==> src/rtl/rs_alu_queue_if.sv <==
// ALU reservation-station types and port bundle.
// Dispatch, wakeup and issue signals live on one interface.
package rs_alu_pkg;
  localparam int PRF_W = 6;

  typedef logic [PRF_W-1:0] prf_t;

  typedef struct packed {
    logic [7:0] opcode;
    prf_t       pdest;
    prf_t       op0PAddr;
    prf_t       op1PAddr;
  } uop_t;
endpackage

interface rs_alu_queue_if
  import rs_alu_pkg::*;
#(
  parameter int DEPTH    = 8,
  parameter int WK_PORTS = 2
);
  localparam int CW = $clog2(DEPTH + 1);

  logic                      flush;
  logic                      wen_0;
  logic                      wen_1;
  uop_t                      din_0;
  uop_t                      din_1;
  logic                      din_0_rdy0;
  logic                      din_0_rdy1;
  logic                      din_1_rdy0;
  logic                      din_1_rdy1;
  logic [WK_PORTS-1:0]       wk_valid;
  logic [WK_PORTS-1:0][PRF_W-1:0] wk_prf;
  logic                      issue_valid;
  uop_t                      issue_uop;
  logic                      issue_ready;
  logic                      almost_full;
  logic [CW-1:0]             count;

  modport master (
    output flush, wen_0, wen_1, din_0, din_1,
    output din_0_rdy0, din_0_rdy1,
    output din_1_rdy0, din_1_rdy1,
    output wk_valid, wk_prf, issue_ready,
    input  issue_valid, issue_uop,
    input  almost_full, count
  );

  modport slave (
    input  flush, wen_0, wen_1, din_0, din_1,
    input  din_0_rdy0, din_0_rdy1,
    input  din_1_rdy0, din_1_rdy1,
    input  wk_valid, wk_prf, issue_ready,
    output issue_valid, issue_uop,
    output almost_full, count
  );
endinterface

==> src/rtl/rs_alu_queue.sv <==
// Age-ordered, compacting ALU reservation station.
// Oldest ready entry issues; younger entries shift down.
module rs_alu_queue
  import rs_alu_pkg::*;
#(
  parameter int DEPTH    = 8,
  parameter int WK_PORTS = 2
) (
  input logic          clk,
  input logic          rst_n,
  rs_alu_queue_if.slave io
);
  localparam int CW = $clog2(DEPTH + 1);
  localparam int IW = $clog2(DEPTH);

  logic [DEPTH-1:0] v_q, r0_q, r1_q;
  uop_t             u_q [DEPTH];
  logic [CW-1:0]    cnt_q;

  logic [DEPTH-1:0] v_d, r0_d, r1_d;
  uop_t             u_d [DEPTH];
  logic [CW-1:0]    cnt_d;

  logic [DEPTH:0]   wv, w0, w1;
  uop_t             wu [DEPTH+1];

  logic             sel_hit;
  logic [IW-1:0]    sel_idx;
  logic             issue;
  logic             e0, e1;
  logic [CW-1:0]    tail, tail1;

  function automatic logic hit(
    input prf_t                           t,
    input logic [WK_PORTS-1:0]            vv,
    input logic [WK_PORTS-1:0][PRF_W-1:0] tt
  );
    logic h;
    h = 1'b0;
    for (int p = 0; p < WK_PORTS; p++)
      if (vv[p] && tt[p] == t) h = 1'b1;
    return h;
  endfunction

  // pick the lowest-index entry with both operands ready
  always_comb begin
    sel_hit = 1'b0;
    sel_idx = '0;
    for (int i = DEPTH - 1; i >= 0; i--) begin
      if (v_q[i] && r0_q[i] && r1_q[i]) begin
        sel_hit = 1'b1;
        sel_idx = IW'(i);
      end
    end
  end

  assign issue          = sel_hit & io.issue_ready;
  assign io.issue_valid = sel_hit;
  assign io.issue_uop   = sel_hit ? u_q[sel_idx] : '0;
  assign io.almost_full = cnt_q > CW'(DEPTH - 2);
  assign io.count       = cnt_q;

  assign e0    = io.wen_0 & ~io.almost_full;
  assign e1    = io.wen_1 & ~io.almost_full;
  assign tail  = cnt_q - CW'(issue);
  assign tail1 = tail + CW'(e0);

  // wake, shift out the issued slot, then append at new tail
  always_comb begin
    for (int i = 0; i < DEPTH; i++) begin
      wv[i] = v_q[i];
      wu[i] = u_q[i];
      w0[i] = r0_q[i] |
              (v_q[i] & hit(u_q[i].op0PAddr, io.wk_valid, io.wk_prf));
      w1[i] = r1_q[i] |
              (v_q[i] & hit(u_q[i].op1PAddr, io.wk_valid, io.wk_prf));
    end
    wv[DEPTH] = 1'b0;
    w0[DEPTH] = 1'b0;
    w1[DEPTH] = 1'b0;
    wu[DEPTH] = '0;
    for (int i = 0; i < DEPTH; i++) begin
      if (issue && i >= int'(sel_idx)) begin
        v_d[i]  = wv[i+1];
        r0_d[i] = w0[i+1];
        r1_d[i] = w1[i+1];
        u_d[i]  = wu[i+1];
      end else begin
        v_d[i]  = wv[i];
        r0_d[i] = w0[i];
        r1_d[i] = w1[i];
        u_d[i]  = wu[i];
      end
      if (e0 && CW'(i) == tail) begin
        v_d[i]  = 1'b1;
        u_d[i]  = io.din_0;
        r0_d[i] = io.din_0_rdy0 |
                  hit(io.din_0.op0PAddr, io.wk_valid, io.wk_prf);
        r1_d[i] = io.din_0_rdy1 |
                  hit(io.din_0.op1PAddr, io.wk_valid, io.wk_prf);
      end
      if (e1 && CW'(i) == tail1) begin
        v_d[i]  = 1'b1;
        u_d[i]  = io.din_1;
        r0_d[i] = io.din_1_rdy0 |
                  hit(io.din_1.op0PAddr, io.wk_valid, io.wk_prf);
        r1_d[i] = io.din_1_rdy1 |
                  hit(io.din_1.op1PAddr, io.wk_valid, io.wk_prf);
      end
    end
    cnt_d = tail + CW'(e0) + CW'(e1);
    if (io.flush) begin
      v_d   = '0;
      r0_d  = '0;
      r1_d  = '0;
      cnt_d = '0;
    end
  end

  // entry state registers
  always_ff @(posedge clk or negedge rst_n) begin
    if (!rst_n) begin
      v_q   <= '0;
      r0_q  <= '0;
      r1_q  <= '0;
      cnt_q <= '0;
      for (int i = 0; i < DEPTH; i++) u_q[i] <= '0;
    end else begin
      v_q   <= v_d;
      r0_q  <= r0_d;
      r1_q  <= r1_d;
      cnt_q <= cnt_d;
      for (int i = 0; i < DEPTH; i++) u_q[i] <= u_d[i];
    end
  end
endmodule

==> src/flat_wrapper.sv <==
// flat-port wrapper written by rule: the top's interface ports become plain ports
module rs_alu_queue_flat import rs_alu_pkg::*;
#(
  parameter int DEPTH    = 8,
  parameter int WK_PORTS = 2
)
  (clk, rst_n, io_flush, io_wen_0, io_wen_1, io_din_0, io_din_1, io_din_0_rdy0, io_din_0_rdy1, io_din_1_rdy0, io_din_1_rdy1, io_wk_valid, io_wk_prf, io_issue_ready, io_issue_valid, io_issue_uop, io_almost_full, io_count);
  rs_alu_queue_if #(.DEPTH(DEPTH), .WK_PORTS(WK_PORTS)) io_i ();
  input logic clk;
  input logic rst_n;
  input wire logic [$bits(io_i.flush)-1:0] io_flush;
  input wire logic [$bits(io_i.wen_0)-1:0] io_wen_0;
  input wire logic [$bits(io_i.wen_1)-1:0] io_wen_1;
  input wire logic [$bits(io_i.din_0)-1:0] io_din_0;
  input wire logic [$bits(io_i.din_1)-1:0] io_din_1;
  input wire logic [$bits(io_i.din_0_rdy0)-1:0] io_din_0_rdy0;
  input wire logic [$bits(io_i.din_0_rdy1)-1:0] io_din_0_rdy1;
  input wire logic [$bits(io_i.din_1_rdy0)-1:0] io_din_1_rdy0;
  input wire logic [$bits(io_i.din_1_rdy1)-1:0] io_din_1_rdy1;
  input wire logic [$bits(io_i.wk_valid)-1:0] io_wk_valid;
  input wire logic [$bits(io_i.wk_prf)-1:0] io_wk_prf;
  input wire logic [$bits(io_i.issue_ready)-1:0] io_issue_ready;
  output wire logic [$bits(io_i.issue_valid)-1:0] io_issue_valid;
  output wire logic [$bits(io_i.issue_uop)-1:0] io_issue_uop;
  output wire logic [$bits(io_i.almost_full)-1:0] io_almost_full;
  output wire logic [$bits(io_i.count)-1:0] io_count;
  assign io_i.flush = io_flush;
  assign io_i.wen_0 = io_wen_0;
  assign io_i.wen_1 = io_wen_1;
  assign io_i.din_0 = io_din_0;
  assign io_i.din_1 = io_din_1;
  assign io_i.din_0_rdy0 = io_din_0_rdy0;
  assign io_i.din_0_rdy1 = io_din_0_rdy1;
  assign io_i.din_1_rdy0 = io_din_1_rdy0;
  assign io_i.din_1_rdy1 = io_din_1_rdy1;
  assign io_i.wk_valid = io_wk_valid;
  assign io_i.wk_prf = io_wk_prf;
  assign io_i.issue_ready = io_issue_ready;
  assign io_issue_valid = io_i.issue_valid;
  assign io_issue_uop = io_i.issue_uop;
  assign io_almost_full = io_i.almost_full;
  assign io_count = io_i.count;
  rs_alu_queue #(.DEPTH(DEPTH), .WK_PORTS(WK_PORTS)) u_core (.clk(clk), .rst_n(rst_n), .io(io_i));
endmodule
==> config.mk <==
export PLATFORM = sky130hd
export DESIGN_NAME = rs_alu_queue_flat
export DESIGN_NICKNAME = d
export VERILOG_FILES = /design/src/rtl/rs_alu_queue_if.sv /design/src/rtl/rs_alu_queue.sv /design/src/flat_wrapper.sv
export SDC_FILE = /design/constraint.sdc
export NUM_CORES = 1
export LEC_CHECK = 0
export ABC_AREA = 0
export CAP_MARGIN = 25
export CORE_ASPECT_RATIO = 1.2
export CORE_MARGIN = 2
export CORE_UTILIZATION = 48
export DETAILED_ROUTE_END_ITERATION = 7
export HOLD_SLACK_MARGIN = 0.06
export PLACE_DENSITY = 0.66
export SETUP_SLACK_MARGIN = 0.3
export SLEW_MARGIN = 20
export SYNTH_ARGS = -nofsm -noshare
export SYNTH_HDL_FRONTEND = slang
export SYNTH_SLANG_ARGS = --single-unit
==> constraint.sdc <==
create_clock -name clk -period 4.8 [get_ports clk]
set_input_delay 0.96 -clock clk [delete_from_list [all_inputs] [get_ports clk]]
set_output_delay 0.96 -clock clk [all_outputs]
set_load 0.005 [all_outputs]
==> results.tsv, run 1 <==
metric	value	unit
status	finished clean	
drt-initial-drc-count	2232	
postLayoutCoreUtil	55.94	%
total_power	11.36	mW
slowest_stage	clkdlybuf4s50_1	
vias	17900	
start_util	48.62	%
row_count	78	
critPathLaunch	u_core.v_q[0]$_DFFE_PN0P_	
worst_pin_slew	1017	ps
p_int	6.582	mW
path_cells	and3_4 -> nor2_2 -> buf_6 -> nand2_1 -> buf_12 -> o221a_1 -> o221ai_1 -> mux2i_1 -> clkdlybuf4s50_1	
fin_area	21070	um^2
critPathArrivalTime	3480	ps
finalWorstSetupSlack	358.2	ps
critPathTopFamily	buffers and inverters	
wl_per_cell	28.55	um
worst-setup-path-type	reg -> out	
synth_flop_cell	dfrtp_1	
cts_buffers	28	
drc	0	
p_seq_share	36.3	%
finClkSkew	18.33	ps
dpl.hpwl	48.42	mm
syn_area_per_cell	8.755	um^2
clk_path_buf_depth	3	
die_w	182.3	um
grt_busiest_layer	met2	
path_clk_slew	60	ps
critPathBufInv	3	
clkPwrFrac	20.8	%
cts_tree	yes	
die_h	218.0	um
core-area	37670	um^2
reg2reg_to	u_core.u_q[149]$_DFFE_PN0P_	
synthArstFlopShare	100.0	%
ys_warn_count	0	
worstPathRequired	3840	ps
use_met3	6.580	%
antenna_found_initial	1	
rrSetupSlack	640	ps
portBuffers	107	
gr-usage-all-layers	36.86	%
yosysUniqueCellTypes	74	
io-pin-count	108	
finalSetupViolCount	0	
start_kind	register	
root_buffer	clkbuf_16	
pre_cts_slack	246.8	ps
timing.fmax	225.1	MHz
syn_area	18320	um^2
cp_max_fo	30	
layout_common_cells	nand2_1, dfrtp_1, nor2_1, mux2i_1, xnor2_1	
slew_headroom	32.20	%
maxCapViolCount	0	
syn_inst	2092	
min_period_over_period	92.54	%
synth_fp_nets	2174	
critPathMaxStageDelay	510	ps
p_switching	4.779	mW
clock_sinks	236	
synth_seq_cells	236	
min_path_type	in -> async	
r2r_cells	16	
post-route-min-period	4442	ps
gp_congestion	0.9967	
worstSetupEndpointType	output port	
drv_slew	0	
clk_latency	570	ps
rr_startpoint	u_core.v_q[2]$_DFFE_PN0P_	
ant_nets	0	
power_density	539.1	nW/um^2
combPwrFrac	42.9	%
dr.pass1.iters	6	
postRouteWirelength	74.00	mm
yosysSeqAreaShare	32.24	%
hold_violations	0	
grt_max_degree	112	
irDropWorstVdd	0.3135	mV
drive_gt1_share	11.51	%
layout_commonest_cell	nand2_1	
switching_share	42.07	%
setup_tns	0	ps
grt_pass1_vias	17620	
grtUsageMet1	46.69	%
nFillCells	3346	
nNetsFinal	2171	
viasPerCell	6.904	
grt-ovfl-total	0	
die_area	39740	um^2
grt_use_met2	59.36	%
post_dp_cell_area	19980	um^2
leakage	9.747	nW
rsz0062_at_grt	true	
syn_to_final_growth	15.06	%
grt_pass1_wl	111.2	mm
synth_enable_flop_cells	0	
h-tree-depth	1	
-- cell usage after synthesis, types with 28 or more instances --
cell	n	area (um^2)
a211oi_1	50	375.4
a21o_1	105	788.3
a21oi_1	34	170.2
a22oi_1	28	210.2
a311oi_1	57	499.2
a31oi_1	37	231.5
buf_2	89	445.4
clkbuf_1	120	450.4
dfrtp_1	236	5906
mux2_1	30	337.8
mux2_2	48	540.5
mux2i_1	136	1361
nand2_1	254	953.4
nand3_1	57	285.3
nand4_1	28	175.2
nor2_1	174	653.1
nor4_1	36	225.2
o21ai_1	50	250.2
o221ai_1	55	481.7
xnor2_1	126	1104
xor2_1	121	1060
-- kinds of logic (layout without fill, tap and decap cells) --
logic type | Yosys count | in the layout | share of synthesized area (%)
compound gates | 543 | 543 | 22.56
xor+xnor | 247 | 247 | 11.81
fa+ha+maj | 6 | 6 | 0.4099
buf+inv | 242 | 261 | 5.998
flops | 236 | 236 | 32.24
mux | 214 | 214 | 12.23
other cells | 0 | 1 | 0
simple gates | 604 | 604 | 14.75
-- power groups by stage --
| stage | combinational, mW | clock [mW] | sequential (mW) |
|---|---|---|---|
| 2_1_floorplan | 3.66 | 0 | 3.56 |
| 3_3_place_gp | 4.62 | 0 | 4.07 |
| 3_5_place_dp | 4.77 | 0 | 4.09 |
| 4_1_cts | 4.81 | 2.37 | 4.06 |
| 5_1_grt | 5.30 | 2.45 | 4.18 |
| 6_report | 4.87 | 2.36 | 4.13 |
-- timing repair --
action	in CTS	in global routing
hold buffers	0	0
buffers inserted	0	7
endpoints found under the setup margin	19	25
resized for setup	2	4
pin swaps	0	2
-- how the worst max path moves through the flow --
stage | slack, ps | cells after the start | endpoint
6_report | 360 | 9 | io_issue_uop[11]
3_5_place_dp | 250 | 14 | u_core.u_q[149]$_DFFE_PN0P_
5_1_grt | 290 | 9 | io_issue_uop[11]
3_3_place_gp | 310 | 10 | u_core.u_q[203]$_DFFE_PN0P_
4_1_cts | 360 | 8 | io_issue_uop[11]
2_1_floorplan | 800 | 15 | u_core.u_q[162]$_DFFE_PN0P_
-- registers in the layout, summed over array words and instances (netlist names) --
name,count
u_core.u_q,208
u_core.r0_q,8
u_core.r1_q,8
u_core.v_q,8
u_core.io.count,4
-- cell type report --
cell class | count | area [um^2] | share of cell area, %
Tap cell | 480 | 600.6 | 2.850
Timing Repair Buffer | 200 | 2043 | 9.695
Clock inverter | 13 | 170.2 | 0.8075
Inverter | 9 | 33.78 | 0.1603
Multi-Input combinational cell | 1614 | 11480 | 54.50
Sequential cell | 236 | 5906 | 28.02
Clock buffer | 39 | 833.3 | 3.954
Antenna cell | 1 | 2.502 | 0.01187
-- metrics by stage --
step | hold slack (ps) | instances
final | 463.2 | 2592
after global routing | 517.0 | 2592
after CTS | 497.3 | 2584
after detailed placement | 483.4 | 2532
after global placement | 475.8 | 2531
after floorplan | 458.5 | 2092
-- routing by layer --
| metal | routed length [um] | vias up |
|---|---|---|
| li1 | - | 7626 |
| met1 | 28370 | 8750 |
| met2 | 33670 | 1222 |
| met3 | 7381 | 298 |
| met4 | 4581 | 0 |
| met5 | 0 | - |
No activity file was read; power rests on OpenSTA's default activity.
==> run 2: changes to the inputs <==
--- a/config.mk
+++ b/config.mk
@@ -12,7 +12,7 @@
 export CORE_UTILIZATION = 48
 export DETAILED_ROUTE_END_ITERATION = 7
 export HOLD_SLACK_MARGIN = 0.06
-export PLACE_DENSITY = 0.66
+export PLACE_DENSITY_LB_ADDON = 0.1
 export SETUP_SLACK_MARGIN = 0.3
 export SLEW_MARGIN = 20
 export SYNTH_ARGS = -nofsm -noshare
==> run 2 against run 1 <==
- utilization fell by 0.26 points
- die area did not move
- power rose by 0.76%
- sequential power barely moved
- count of clock-buffer cells in the layout rose by 1
- clock power rose by 3%
- critical path depth fell by 1
- setup slack improved by 21 ps
- routed wire length rose by 2.3%
==> results.tsv, run 2 (synthesized netlist as in run 1, its figures left out) <==
metric	value	unit
cp_max_fo	17	
start_util	48.62	%
clock_sinks	236	
worst-setup-path-type	reg -> out	
grt-ovfl-total	0	
p_switching	4.812	mW
critPathMaxStageDelay	560	ps
leakage	9.705	nW
setup_tns	0	ps
drv_slew	0	
finalSetupViolCount	0	
vias	17800	
maxCapViolCount	0	
path_clk_slew	60	ps
portBuffers	107	
drt-initial-drc-count	2041	
rrSetupSlack	730	ps
wl_per_cell	29.21	um
row_count	78	
layout_common_cells	nand2_1, dfrtp_1, nor2_1, mux2i_1, xnor2_1	
io-pin-count	108	
cts_tree	yes	
post-route-min-period	4420	ps
postRouteWirelength	75.70	mm
grt_max_degree	111	
path_depth	8	
critPathArrivalTime	3460	ps
top_register	u_core.u_q	
critPathBufInv	2	
clk_latency	580	ps
min_period_over_period	92.09	%
viasPerCell	6.867	
largest_reg_flops	208	
gr-usage-all-layers	38.01	%
slew_headroom	31.13	%
ant_nets	0	
diodes	0	
nNetsFinal	2172	
combPwrFrac	42.5	%
nFillCells	3439	
cts_buffers	28	
p_seq_share	36.3	%
die_area	39740	um^2
start_kind	register	
switching_share	42.03	%
die_w	182.3	um
core-area	37670	um^2
die_h	218.0	um
timing.fmax	226.2	MHz
grt_pass1_vias	17410	
clk_path_buf_depth	3	
root_buffer	clkbuf_16	
grt_pass1_wl	113.7	mm
reg2reg_to	u_core.u_q[22]$_DFFE_PN0P_	
dr.pass1.iters	5	
path_cells	and3_1 -> or2_4 -> or3_4 -> buf_4 -> o221a_1 -> o221ai_1 -> mux2i_1 -> clkdlybuf4s50_1	
worstSetupEndpointType	output port	
power_density	545.8	nW/um^2
antenna_found_initial	2	
h-tree-depth	1	
worstPathRequired	3840	ps
rsz0062_at_grt	false	
status	finished clean	
syn_to_final_growth	14.52	%
p_int	6.636	mW
min_path_type	in -> async	
clkPwrFrac	21.1	%
gp_congestion	0.9955	
rr_startpoint	u_core.v_q[4]$_DFFE_PN0P_	
r2r_cells	13	
postLayoutCoreUtil	55.68	%
drc	0	
finClkSkew	22.32	ps
critPathTopFamily	buffers and inverters	
dpl.hpwl	50.18	mm
slowest_stage	clkdlybuf4s50_1	
irDropWorstVdd	0.3905	mV
layout_commonest_cell	nand2_1	
hold_violations	0	
drive_gt1_share	11.65	%
worst_pin_slew	1030	ps
## run 2: area by class of cell
class	instances	area (um^2)	share of cell area [%]
multi-input cells	1614	11500	54.81
flip-flops and latches	236	5906	28.16
repair buffers	201	1909	9.103
clock buffers	40	837.1	3.991
well taps	480	600.6	2.863
clock inverters	12	191.4	0.9127
inverters	9	33.78	0.1611
## run 2: stage by stage
step           power [mW]  hold slack, ps  std cells  setup slack, ps  instance area (um^2)
6_report            11.45           476.5       2592            379.5                 20980
5_1_grt             12.04           528.1       2592            327.4                 20980
4_1_cts             11.35           497.1       2590            330.8                 20950
3_5_place_dp        8.910           482.5       2538            354.8                 19900
3_3_place_gp        8.767           473.2       2537            299.2                 19880
2_1_floorplan       7.225           458.5       2092            804.5                 18320
## run 2: power by group through the flow
stage	logic [mW]	registers, mW	clock network (mW)
global route	5.31	4.20	2.52
finish	4.87	4.16	2.42
detailed placement	4.80	4.11	0
CTS	4.83	4.08	2.44
floorplan	3.66	3.56	0
global placement	4.67	4.10	0
## run 2: worst max path at each step
stage	to	startpoint
after detailed placement	u_core.u_q[24]$_DFFE_PN0P_	io_issue_ready
after global placement	u_core.r0_q[5]$_DFF_PN0_	io_issue_ready
after CTS	io_issue_uop[8]	u_core.v_q[4]$_DFFE_PN0P_
after floorplan	u_core.u_q[162]$_DFFE_PN0P_	io_issue_ready
final	io_issue_uop[24]	u_core.v_q[1]$_DFFE_PN0P_
after global routing	io_issue_uop[24]	u_core.r0_q[6]$_DFF_PN0_
## run 2: routing by layer
metal	vias to the layer above	share of wire, %	GRT usage, %
met5	-	0.034	0
met4	4	6.2	21.40
met3	277	8.8	5.394
met2	1081	46	61.76
met1	8817	39	48.74
li1	7621	-	-
## run 2: what timing repair did
| action | CTS | global route |
|---|---|---|
| resized for setup | 7 | 2 |
| setup endpoints to repair | 26 | 21 |
| hold buffers | 0 | 0 |
| cloned | 0 | 0 |
| pin swaps | 0 | 1 |
| setup buffers | 0 | 2 |
==> run 3: changes to the inputs <==
--- a/config.mk
+++ b/config.mk
@@ -7,7 +7,6 @@
 export LEC_CHECK = 0
 export ABC_AREA = 0
 export CAP_MARGIN = 25
-export CORE_ASPECT_RATIO = 1.2
 export CORE_MARGIN = 2
 export CORE_UTILIZATION = 48
 export DETAILED_ROUTE_END_ITERATION = 7
==> run 3 against run 2 <==
- count of clock-buffer cells in the layout rose by 9
- flip-flop and latch count stayed put
- cell count up 1.4%
- non-clock buffer count unchanged
- combinational power barely moved
- register-to-register slack worse by 220 ps
- sequential power is essentially flat
- die area barely moved
- critical path type unchanged
- highest routed layer unchanged
==> results.tsv, run 3 (synthesized netlist as in run 1, its figures left out) <==
metric	value	unit
status	finished clean	
root_buffer	clkbuf_16	
viasPerCell	6.770	
drive_gt1_share	11.58	%
finalSetupViolCount	0	
setup_tns	0	ps
layout_common_cells	nand2_1, dfrtp_1, nor2_1, mux2i_1, xnor2_1	
dr.pass1.iters	7	
switching_share	42.47	%
p_switching	4.839	mW
combPwrFrac	42.6	%
io-pin-count	108	
syn_to_final_growth	14.89	%
power_density	541.5	nW/um^2
drt-initial-drc-count	2150	
start_kind	register	
diodes	0	
path_clk_slew	60	ps
worst-setup-path-type	reg -> out	
whs	444.2	ps
gp_congestion	0.9789	
die_h	199.3	um
fin_area	21040	um^2
core-area	37580	um^2
grt-ovfl-total	0	
grt_pass1_vias	17290	
p_int	6.556	mW
grt_max_degree	109	
clk_latency	630	ps
post-route-min-period	4458	ps
clock_sinks	236	
p_seq_share	36.4	%
irDropWorstVdd	0.3371	mV
row_count	71	
slew_headroom	21.67	%
post_dp_cell_area	19980	um^2
ctsHoldBuffers	0	
wl_per_cell	29.50	um
min_period_over_period	92.88	%
h-tree-depth	1	
min_path_type	in -> async	
nNetsFinal	2174	
die_w	199.3	um
rsz0062_at_grt	true	
timing.fmax	224.3	MHz
hold_violations	0	
die_area	39730	um^2
gr-usage-all-layers	39.23	%
clkPwrFrac	21.0	%
dpl.hpwl	50.12	mm
finalWorstSetupSlack	342.0	ps
antenna_found_initial	2	
clk_path_buf_depth	3	
finClkSkew	52.16	ps
drc	0	
top_register	u_core.u_q	
pre_cts_slack	208.3	ps
drv_slew	0	
cts_buffers	30	
grt_pass1_wl	115.1	mm
portBuffers	107	
leakage	9.719	nW
worst_pin_slew	1171	ps
layout_commonest_cell	nand2_1	
postRouteWirelength	77.49	mm
vias	17790	
maxCapViolCount	0	
worstSetupEndpointType	output port	
critPathArrivalTime	3500	ps
start_util	48.74	%
worstPathRequired	3840	ps
ant_nets	0	
cts_tree	yes	
cp_max_fo	19	
largest_reg_flops	208	
run 3: cell types whose count changed in the layout (fill, tap and decap cells not counted), sizes merged:
| cell | change |
|---|---|
| bufinv | -3 |
| clkbuf | +9 |
| clkinv | -2 |
run 3: path summary, 6_finish.rpt:
kind	end	cells past startpoint	startpoint	slack (ps)
max	io_issue_uop[10]	7	u_core.v_q[4]$_DFFE_PN0P_	340
min	u_core.io.count[0]$_DFF_PN0_	1	rst_n	440
max reg2reg	u_core.u_q[55]$_DFFE_PN0P_	15	u_core.v_q[4]$_DFFE_PN0P_	510
min reg2reg	u_core.u_q[197]$_DFFE_PN0P_	1	u_core.u_q[197]$_DFFE_PN0P_	500
max in group asynchronous	u_core.u_q[65]$_DFFE_PN0P_	2	rst_n	3320
min in group clk	u_core.u_q[197]$_DFFE_PN0P_	1	u_core.u_q[197]$_DFFE_PN0P_	500
run 3: repair_timing:
action	in CTS	in global routing
setup endpoints to repair	22	31
pin swaps	1	0
gates resized for setup	1	6
setup buffers	1	0
run 3: cell type report:
class                   instances  area (um^2)
fillers                      3462        16530
multi-input cells            1614        11490
flip-flops and latches        236         5906
repair buffers                201         1943
clock buffers                  49        922.1
well taps                     511        639.4
clock inverters                 7        112.6
inverters                       9        33.78
run 3: stage by stage:
step	util (%)	total power [mW]	instances
final	56.00	11.40	2627
after CTS	55.96	11.28	2627
after global routing	56.00	11.98	2627
after floorplan	-	7.225	2092
after global placement	53.06	8.716	2568
after detailed placement	53.17	8.872	2570
run 3: per-layer routing:
layer	part of all wire [%]	track usage [%]
met5	0.018	0
met4	5.3	19.07
met3	9.7	7.308
met2	43	59.10
met1	42	54.17
run 3: power groups by stage:
stage / clock [mW] / sequential [mW] / combinational [mW]
global placement: 0 / 4.08 / 4.63
floorplan: 0 / 3.56 / 3.66
global route: 2.50 / 4.20 / 5.27
detailed placement: 0 / 4.09 / 4.78
finish: 2.39 / 4.15 / 4.86
CTS: 2.41 / 4.06 / 4.80
run 3: critical path, cell delays in order, from the launching register on:
cell and delay, ps:
dfrtp_1 460, and3_1 390, o21bai_1 160, a21oi_1 130, o21bai_4 470, buf_12 310, mux2i_1 330, clkdlybuf4s50_1 580
